`config.mk`:
```
export PLATFORM = sky130hd
export DESIGN_NAME = uart_msg_streamer
export DESIGN_NICKNAME = d
export VERILOG_FILES = /design/src/rtl/uart_msg_pkg.sv /design/src/rtl/uart_msg_streamer_unpacker.sv /design/src/rtl/uart_msg_streamer.sv
export SDC_FILE = /design/constraint.sdc
export NUM_CORES = 1
export LEC_CHECK = 0
export ABC_AREA = 0
export CORE_ASPECT_RATIO = 0.8
export CORE_UTILIZATION = 52
export CTS_CLUSTER_DIAMETER = 40
export CTS_CLUSTER_SIZE = 8
export DETAILED_ROUTE_END_ITERATION = 8
export PLACE_DENSITY = 0.89
export REMOVE_ABC_BUFFERS = 1
export SLEW_MARGIN = 15
export SYNTH_ARGS = -nofsm -noshare
export SYNTH_HDL_FRONTEND = slang
export SYNTH_SLANG_ARGS = --single-unit
```
`constraint.sdc`:
```
create_clock -name clk -period 4.6 [get_ports clk]
set_input_delay 0.92 -clock clk [delete_from_list [all_inputs] [get_ports clk]]
set_output_delay 0.92 -clock clk [all_outputs]
set_load 0.05 [all_outputs]
```
`src/rtl/uart_msg_pkg.sv`:
```
// Shared definitions for the UART message streamer: FSM encoding and
// message geometry constants.
package uart_msg_pkg;

  // Bytes unpacked from each 32-bit RAM word.
  localparam int BYTES_PER_WORD = 4;

  // Largest message for the default 128-word RAM.
  localparam int MAX_MSG_BYTES  = 512;

  // FSM state encoding.
  localparam logic [2:0] ST_IDLE  = 3'd0;
  localparam logic [2:0] ST_FETCH = 3'd1;
  localparam logic [2:0] ST_LOAD  = 3'd2;
  localparam logic [2:0] ST_SEND  = 3'd3;
  localparam logic [2:0] ST_DONE  = 3'd4;

endpackage

```
`src/rtl/uart_msg_streamer_unpacker.sv`:
```
// word_byte_unpacker: holds one RAM word and walks through its bytes,
// byte 0 (bits 7:0) first.
module word_byte_unpacker
  import uart_msg_pkg::*;
(
  input  logic        clk,
  input  logic        rst_n,
  input  logic        load,
  input  logic [31:0] load_data,
  input  logic        advance,
  output logic [7:0]  cur_byte,
  output logic        last_in_word
);

  logic [31:0] word_reg;
  logic [1:0]  byte_idx;

  // Capture a new word (index back to byte 0) or step to the next byte.
  always_ff @(posedge clk or negedge rst_n) begin
    if (!rst_n) begin
      word_reg <= '0;
      byte_idx <= '0;
    end else if (load) begin
      word_reg <= load_data;
      byte_idx <= '0;
    end else if (advance) begin
      byte_idx <= byte_idx + 2'd1;
    end
  end

  // Select the current byte and flag the final byte of the word.
  always_comb begin
    cur_byte     = word_reg[{byte_idx, 3'b000} +: 8];
    last_in_word = (byte_idx == 2'(BYTES_PER_WORD - 1));
  end

endmodule

```
`src/rtl/uart_msg_streamer.sv`:
```
// uart_msg_streamer: fetches a byte-length message from a 1-cycle-latency
// word RAM and streams it LSB-first to a UART transmitter.
// Optional build macro: UART_MSG_NUL_TERM_EN (a 0x00 byte ends the message).
//
// tx stream handshake: tx_valid is raised only in SEND and, once raised,
// tx_data stays stable until the cycle a rising edge sees tx_valid && tx_ready;
// that edge is the single transfer of the byte.
module uart_msg_streamer
  import uart_msg_pkg::*;
#(
  parameter int ADDR_WIDTH = 7,
  parameter int LEN_WIDTH  = 10
) (
  input  logic                  clk,
  input  logic                  rst_n,
  input  logic                  start,
  input  logic [ADDR_WIDTH-1:0] base_addr,
  input  logic [LEN_WIDTH-1:0]  len_bytes,
  output logic                  read_en,
  output logic [ADDR_WIDTH-1:0] raddr,
  input  logic [31:0]           rdata,
  output logic [7:0]            tx_data,
  output logic                  tx_valid,
  input  logic                  tx_ready,
  output logic                  busy,
  output logic                  done,
  output logic [2:0]            state_dbg
);

  // Longest message the RAM can hold (MAX_MSG_BYTES for 7 address bits).
  localparam int MaxLen = BYTES_PER_WORD * (1 << ADDR_WIDTH);

  logic [2:0]            state;
  logic [ADDR_WIDTH-1:0] word_ptr;
  logic [LEN_WIDTH-1:0]  rem_cnt;
  logic [LEN_WIDTH-1:0]  len_clamped;
  logic [7:0]            cur_byte;
  logic                  last_in_word;
  logic                  nul_byte;
  logic                  accept;

  word_byte_unpacker u_unpacker (
    .clk          (clk),
    .rst_n        (rst_n),
    .load         (state == ST_LOAD),
    .load_data    (rdata),
    .advance      (accept),
    .cur_byte     (cur_byte),
    .last_in_word (last_in_word)
  );

  // Outputs are decoded from state so an asynchronous reset drops them at once.
  always_comb begin
    read_en   = (state == ST_FETCH);
    raddr     = word_ptr;
    busy      = (state != ST_IDLE);
    done      = (state == ST_DONE);
    tx_data   = cur_byte;
    state_dbg = state;
`ifdef UART_MSG_NUL_TERM_EN
    nul_byte  = (state == ST_SEND) && (cur_byte == 8'h00);
`else
    nul_byte  = 1'b0;
`endif
    tx_valid  = (state == ST_SEND) && !nul_byte;
    accept    = tx_valid && tx_ready;
    len_clamped = (len_bytes > LEN_WIDTH'(MaxLen)) ? LEN_WIDTH'(MaxLen) : len_bytes;
  end

  // Message sequencer: word pointer, remaining byte count and state.
  always_ff @(posedge clk or negedge rst_n) begin
    if (!rst_n) begin
      state    <= ST_IDLE;
      word_ptr <= '0;
      rem_cnt  <= '0;
    end else begin
      case (state)
        ST_IDLE: begin
          if (start) begin
            word_ptr <= base_addr;
            rem_cnt  <= len_clamped;
            state    <= (len_bytes == '0) ? ST_DONE : ST_FETCH;
          end
        end
        ST_FETCH: state <= ST_LOAD;
        ST_LOAD:  state <= ST_SEND;
        ST_SEND: begin
          if (nul_byte) begin
            state <= ST_DONE;
          end else if (accept) begin
            rem_cnt <= rem_cnt - 1'b1;
            if (rem_cnt == LEN_WIDTH'(1)) begin
              state <= ST_DONE;
            end else if (last_in_word) begin
              word_ptr <= word_ptr + 1'b1;
              state    <= ST_FETCH;
            end
          end
        end
        ST_DONE:  state <= ST_IDLE;
        default:  state <= ST_IDLE;
      endcase
    end
  end

endmodule

```
* Word level (Yosys, flattened, before mapping)
Cells that the tools add are included.
Operators by class: eq/ne operators 11, shift-type cells 1, reduce and logical (&&, ||, !) cells 9, muxes and demuxes 17, $lt $le $gt $ge 1, $add $sub $neg 3
Operators with widths (number):
- $shiftx 32x6->8 | 1
- $mux 10 | 3
- $mux 7 | 4
- $pmux 10 s2 | 1
- $mux 3 | 5
- $pmux 7 s2 | 1
- $pmux 3 s4 | 1
- $eq 10x1->1 const B | 1
- $gt 10x10->1 const B | 1
- $logic_not 10->1 | 1
- $sub 10x1->10 const B | 1
- $add 7x1->7 const B | 1
- $eq 3x2->1 const B | 2
- $reduce_and 3->1 | 2
- $reduce_and 5->1 | 1
- $mux 2 | 2
- $ne 2x1->1 const B | 2
- $ne 2x2->1 const B | 2
- $reduce_bool 2->1 | 2
- $eq 3x1->1 const B | 1
- $eq 3x3->1 const B | 1
- $logic_not 3->1 | 1
- $ne 3x1->1 const B | 1
- $reduce_bool 3->1 | 1
- other kinds (3) | 3
Word-level totals: output and inout port bits 22, input bits 53, logic and storage cells 47, register bits after elaboration 54

* Longest topological paths before layout
depth after elaboration 5, depth in mapped cells 7, gate-level depth less buffers 6

* By module
From an unflattened synthesis, not the netlist that was laid out.
Unflattened totals: cell total of the unflattened synthesis 241, area total of the unflattened synthesis 2815.2 um^2
Modules (own cells, without submodules):
- word_byte_unpacker | times used 1, cells an instance 85, seq. area each 850.8 um^2, area an instance 1485.2 um^2
- uart_msg_streamer | times used 1, cells an instance 156, seq. area each 500.5 um^2, area an instance 1330.0 um^2

* Worst setup path after synthesis
No wires, ideal clock.
path kind register to output, start point reg state[0], in the netlist state_dbg[0], end point out read_en, path slack 1.508 ns, arrival 2.172 ns, path buffers 1, required time 3.680 ns, stages on the path, launching flop included 3, cells stage by stage dfrtp_1 > clkbuf_1 > nor3b_1
Between the ends: longest elaborated chain between the ends 1
Ends and longest elaborated chain:
- start, declared | line uart_msg_streamer.sv:33 | logic [2:0] state;
- start signal, assigned | line uart_msg_streamer.sv:82 | state <= (len_bytes == '0) ? ST_DONE : ST_FETCH;
- $eq 3x1->1 | line uart_msg_streamer.sv:54 | read_en = (state == ST_FETCH);
- end, declared | line uart_msg_streamer.sv:19 | output logic read_en,
Every way passes these cells.

* Worst setup path after layout
start point reg state[2], in the netlist state_dbg[2], end point out tx_valid
Between the ends: longest elaborated chain between the ends 1
Ends and longest elaborated chain:
- $eq 3x2->1 | line uart_msg_streamer.sv:65 | tx_valid = (state == ST_SEND) && !nul_byte;
- end, declared | line uart_msg_streamer.sv:23 | output logic tx_valid,
Every way passes these cells.

==> impl_metrics.csv <==
group,metric,value,unit
clocking,worstSkewPairLatency,0.31,ns
cells_and_area,nets,369,
pwr,peakVddDrop,401,uV
min_path,hp-start,"u_unpacker.word_reg[21]$_DFFE_PN0P_",
run,drv_cap,0,
clocking,cts_root_buf,"clkbuf_8",
setup_path,r2r_cells,4,
detailed_routing,drtIter0Drc,142,
floorplanning,ios,75,
timing,holdWs,0.498,ns
detailed_routing,drt_wl_total,6.15,mm
setup_path,crit_family,"buffers and inverters",
synth,ys_ff_latch,54,
timing,tns,0,ns
clocking,clock_path_buffers,2,
detailed_routing,drc,4,
setup_path,worst_ep_arrival_time,2.59,ns
min_path,worstHoldEndpoint,"u_unpacker.word_reg[21]$_DFFE_PN0P_",
synth,synth_area_leaders,"dfrtp_1, mux2_2, mux4_2, a21oi_1, o2bb2ai_1",
timing,fin_crit_sh,0.763,
global_route,overflow,0,
global_route,track_usage,0.236,
clocking,cts_num_sinks,54,
pwr,clkPwrFrac,0.118,
setup_path,critPathBufInv,3,
setup_path,path_cells,"nand3b_2, buf_4, inv_1, clkdlybuf4s50_1",
cells_and_area,largest_reg_flops,32,
floorplanning,die_x,84.8,um
synth,async_reset_ff_frac,1.00,
outcome,violations,"DRC",
setup_path,reg2reg_from,"state_dbg[1]$_DFFE_PN0P_",
detailed_routing,vias,2157,
synth,synth_cells,242,
setup_path,required,3.68,ns
synth,synth_edf_count,0,
timing,finalClockSkew,0.00680,ns
pwr,p_leak,0.00149,uW
cells_and_area,utilization,0.720,
clocking,holdBufCountCts,0,
detailed_routing,wl_met3,293,um
setup_path,cp_slowest_cell,"clkdlybuf4s50_1",
detailed_routing,top_layer_used,"met4",
timing,hold_viol_final,0,
pwr,p_comb_frac,0.541,
outcome,status,"complete, but fails checks",
detailed_routing,routed-wl-met2,2.87,mm
setup_path,critPathMaxStageDelay,0.90,ns
synth,avgSynthCellArea,11.8,sq um
cells_and_area,drive_above_1_share,0.192,
timing,max_freq,285,MHz
placed_design,portBuffers,74,
clocking,cts_tree,"yes",
floorplanning,rows,23,
pwr,p_int,1510,uW
pwr,finalPower,2660,uW
cells_and_area,syn2layout_area_growth,30.0,%
pwr,power.switching,1150,uW
floorplanning,die_h,68.2,um
floorplanning,initial_core_util,0.554,
floorplanning,core,5150,sq um
setup_path,path_max_fanout,36,
placed_design,place_ws,1.46,ns
min_path,hold_depth,1,
setup_path,regToRegSetupSlack,2.27,ns
timing,fin_crit,3.51,ns
min_path,hold_class,"register to register",
cells_and_area,diodes,0,
pwr,seqPwrFrac,0.342,
synth,syn_area,2850,sq um
clocking,h-tree-depth,2,
placed_design,place_hpwl,4.40,mm
setup_path,startpoint_type,"register",
global_route,grt_pass1_wl,10.3,mm
global_route,grt_pass1_vias,2136,
cells_and_area,fill_cells,374,
clocking,clk_pin_slew,0.10,ns
detailed_routing,drt-met1-wl,2.89,mm
timing,setup_slack,1.09,ns
synth,synthFlopType,"dfrtp_1",
floorplanning,die_area,5790,sq um
clocking,cts-resized-gates,0,
setup_path,cp-end-kind,"output port",
timing,rsz0062_at_grt,"no",
pwr,power.density,717,nW/um^2
synth,yosysTopAreaCell,"dfrtp_1",
timing,tightest_slew,0.844,ns
clocking,cts_setup_buffers,0,
timing,setup_viol,0,
pwr,switching_share,0.433,
synth,synth.top_cell.area_share,0.474,
detailed_routing,firstDrtPassIters,6,
global_route,grt_max_degree,55,
placed_design,gp_congestion,0.820,
global_route,antenna_found_initial,0,
clocking,cts-buffers-inserted,5,
setup_path,timing.rr.end,"u_unpacker.word_reg[15]$_DFFE_PN0P_",
synth,netlist-cell-type-count,50,
detailed_routing,drt.antenna.violating_nets,0,
synth,synth_warnings,0,
detailed_routing,viasPerCell,5.75,
timing,relSlewSlack,0.432,
synth,yosysSeqAreaShare,0.474,
detailed_routing,avgRoutedWirePerCell,16.4,um
timing,slew_violations,0,
setup_path,critical_path_class,"register to output port",
## worst max path at each step
stage,from,to,slack (ns),cells past startpoint
global route,state_dbg[0]$_DFFE_PN0P_,tx_valid,0.94,4
CTS,state_dbg[2]$_DFFE_PN0P_,tx_valid,1.10,4
detailed placement,state_dbg[2]$_DFFE_PN0P_,tx_valid,1.46,4
finish,state_dbg[2]$_DFFE_PN0P_,tx_valid,1.09,4
floorplan,state_dbg[1]$_DFFE_PN0P_,u_unpacker.word_reg[0]$_DFFE_PN0P_,1.60,3
global placement,state_dbg[0]$_DFFE_PN0P_,tx_valid,1.52,4
## cell usage after synthesis, drive strengths merged, types with 2 or more instances
cell type,count
a31oi,6
a21oi,13
nor4,5
o21ai,15
o22ai,2
a2bb2oi,5
inv,11
o21bai,2
a311oi,2
and3,2
nor3b,3
mux4,8
o2bb2ai,7
a32oi,2
ha,4
nor2,10
nand2,10
buf,8
o211ai,5
mux2,33
nand3,4
clkbuf,6
nor3,7
dfrtp,54
## area by class of cell
type / count / area (sq um) / share of cell area
Inverter: 11 / 41.3 / 0.0111
Tap cell: 62 / 77.6 / 0.0209
Clock buffer: 6 / 72.6 / 0.0196
Sequential cell: 54 / 1350 / 0.364
Clock inverter: 2 / 37.5 / 0.0101
Multi-Input combinational cell: 163 / 1370 / 0.369
Timing Repair Buffer: 77 / 758 / 0.205
## through the flow
step | area [sq um] | instances
floorplan | 2760 | 228
global placement | 3600 | 367
detailed placement | 3600 | 367
CTS | 3710 | 375
global route | 3710 | 375
finish | 3710 | 375
## placed cells by master (no fill, tap or decap), drive strengths merged, types with 2 or more instances in the layout
| master | netlist | final |
|---|---|---|
| nor3 | 7 | 7 |
| ha | 4 | 4 |
| nand2 | 10 | 10 |
| inv | 11 | 11 |
| buf | 8 | 4 |
| o211ai | 5 | 5 |
| o22ai | 2 | 2 |
| a21oi | 13 | 13 |
| a2bb2oi | 5 | 5 |
| nor3b | 3 | 3 |
| o21ai | 15 | 15 |
| o2bb2ai | 7 | 7 |
| and3 | 2 | 2 |
| a31oi | 6 | 6 |
| nor4 | 5 | 5 |
| a311oi | 2 | 2 |
| a32oi | 2 | 2 |
| clkdlybuf4s50 | 0 | 73 |
| mux2 | 33 | 33 |
| nand3 | 4 | 4 |
| clkbuf | 6 | 6 |
| dfrtp | 54 | 54 |
| o21bai | 2 | 2 |
| mux4 | 8 | 8 |
| nor2 | 10 | 10 |
## metal layers
| metal | vias to the layer above | global-route usage |
|---|---|---|
| li1 | 1056 | - |
| met1 | 1024 | 0.315 |
| met2 | 68 | 0.394 |
| met3 | 9 | 0.0410 |
| met4 | 0 | 0.0890 |
| met5 | - | 0 |
## power groups by stage
stage               logic (uW)  registers, uW  clock network (uW)
detailed placement        1440            916                   0
floorplan                  955            955                   0
finish                    1440            908                 313
CTS                       1440            910                 324
global route              1540            944                 344
global placement          1410            892                   0
## cell families after synthesis
kind of cell	Yosys count	synth area share
buffers and inverters	25	0.0469
AOI/OAI and AO/OA	67	0.167
adders and majority gates	4	0.0176
and+or+nand+nor	51	0.100
DFF	54	0.474
muxes	41	0.195
(Power assumes the default switching activity.)
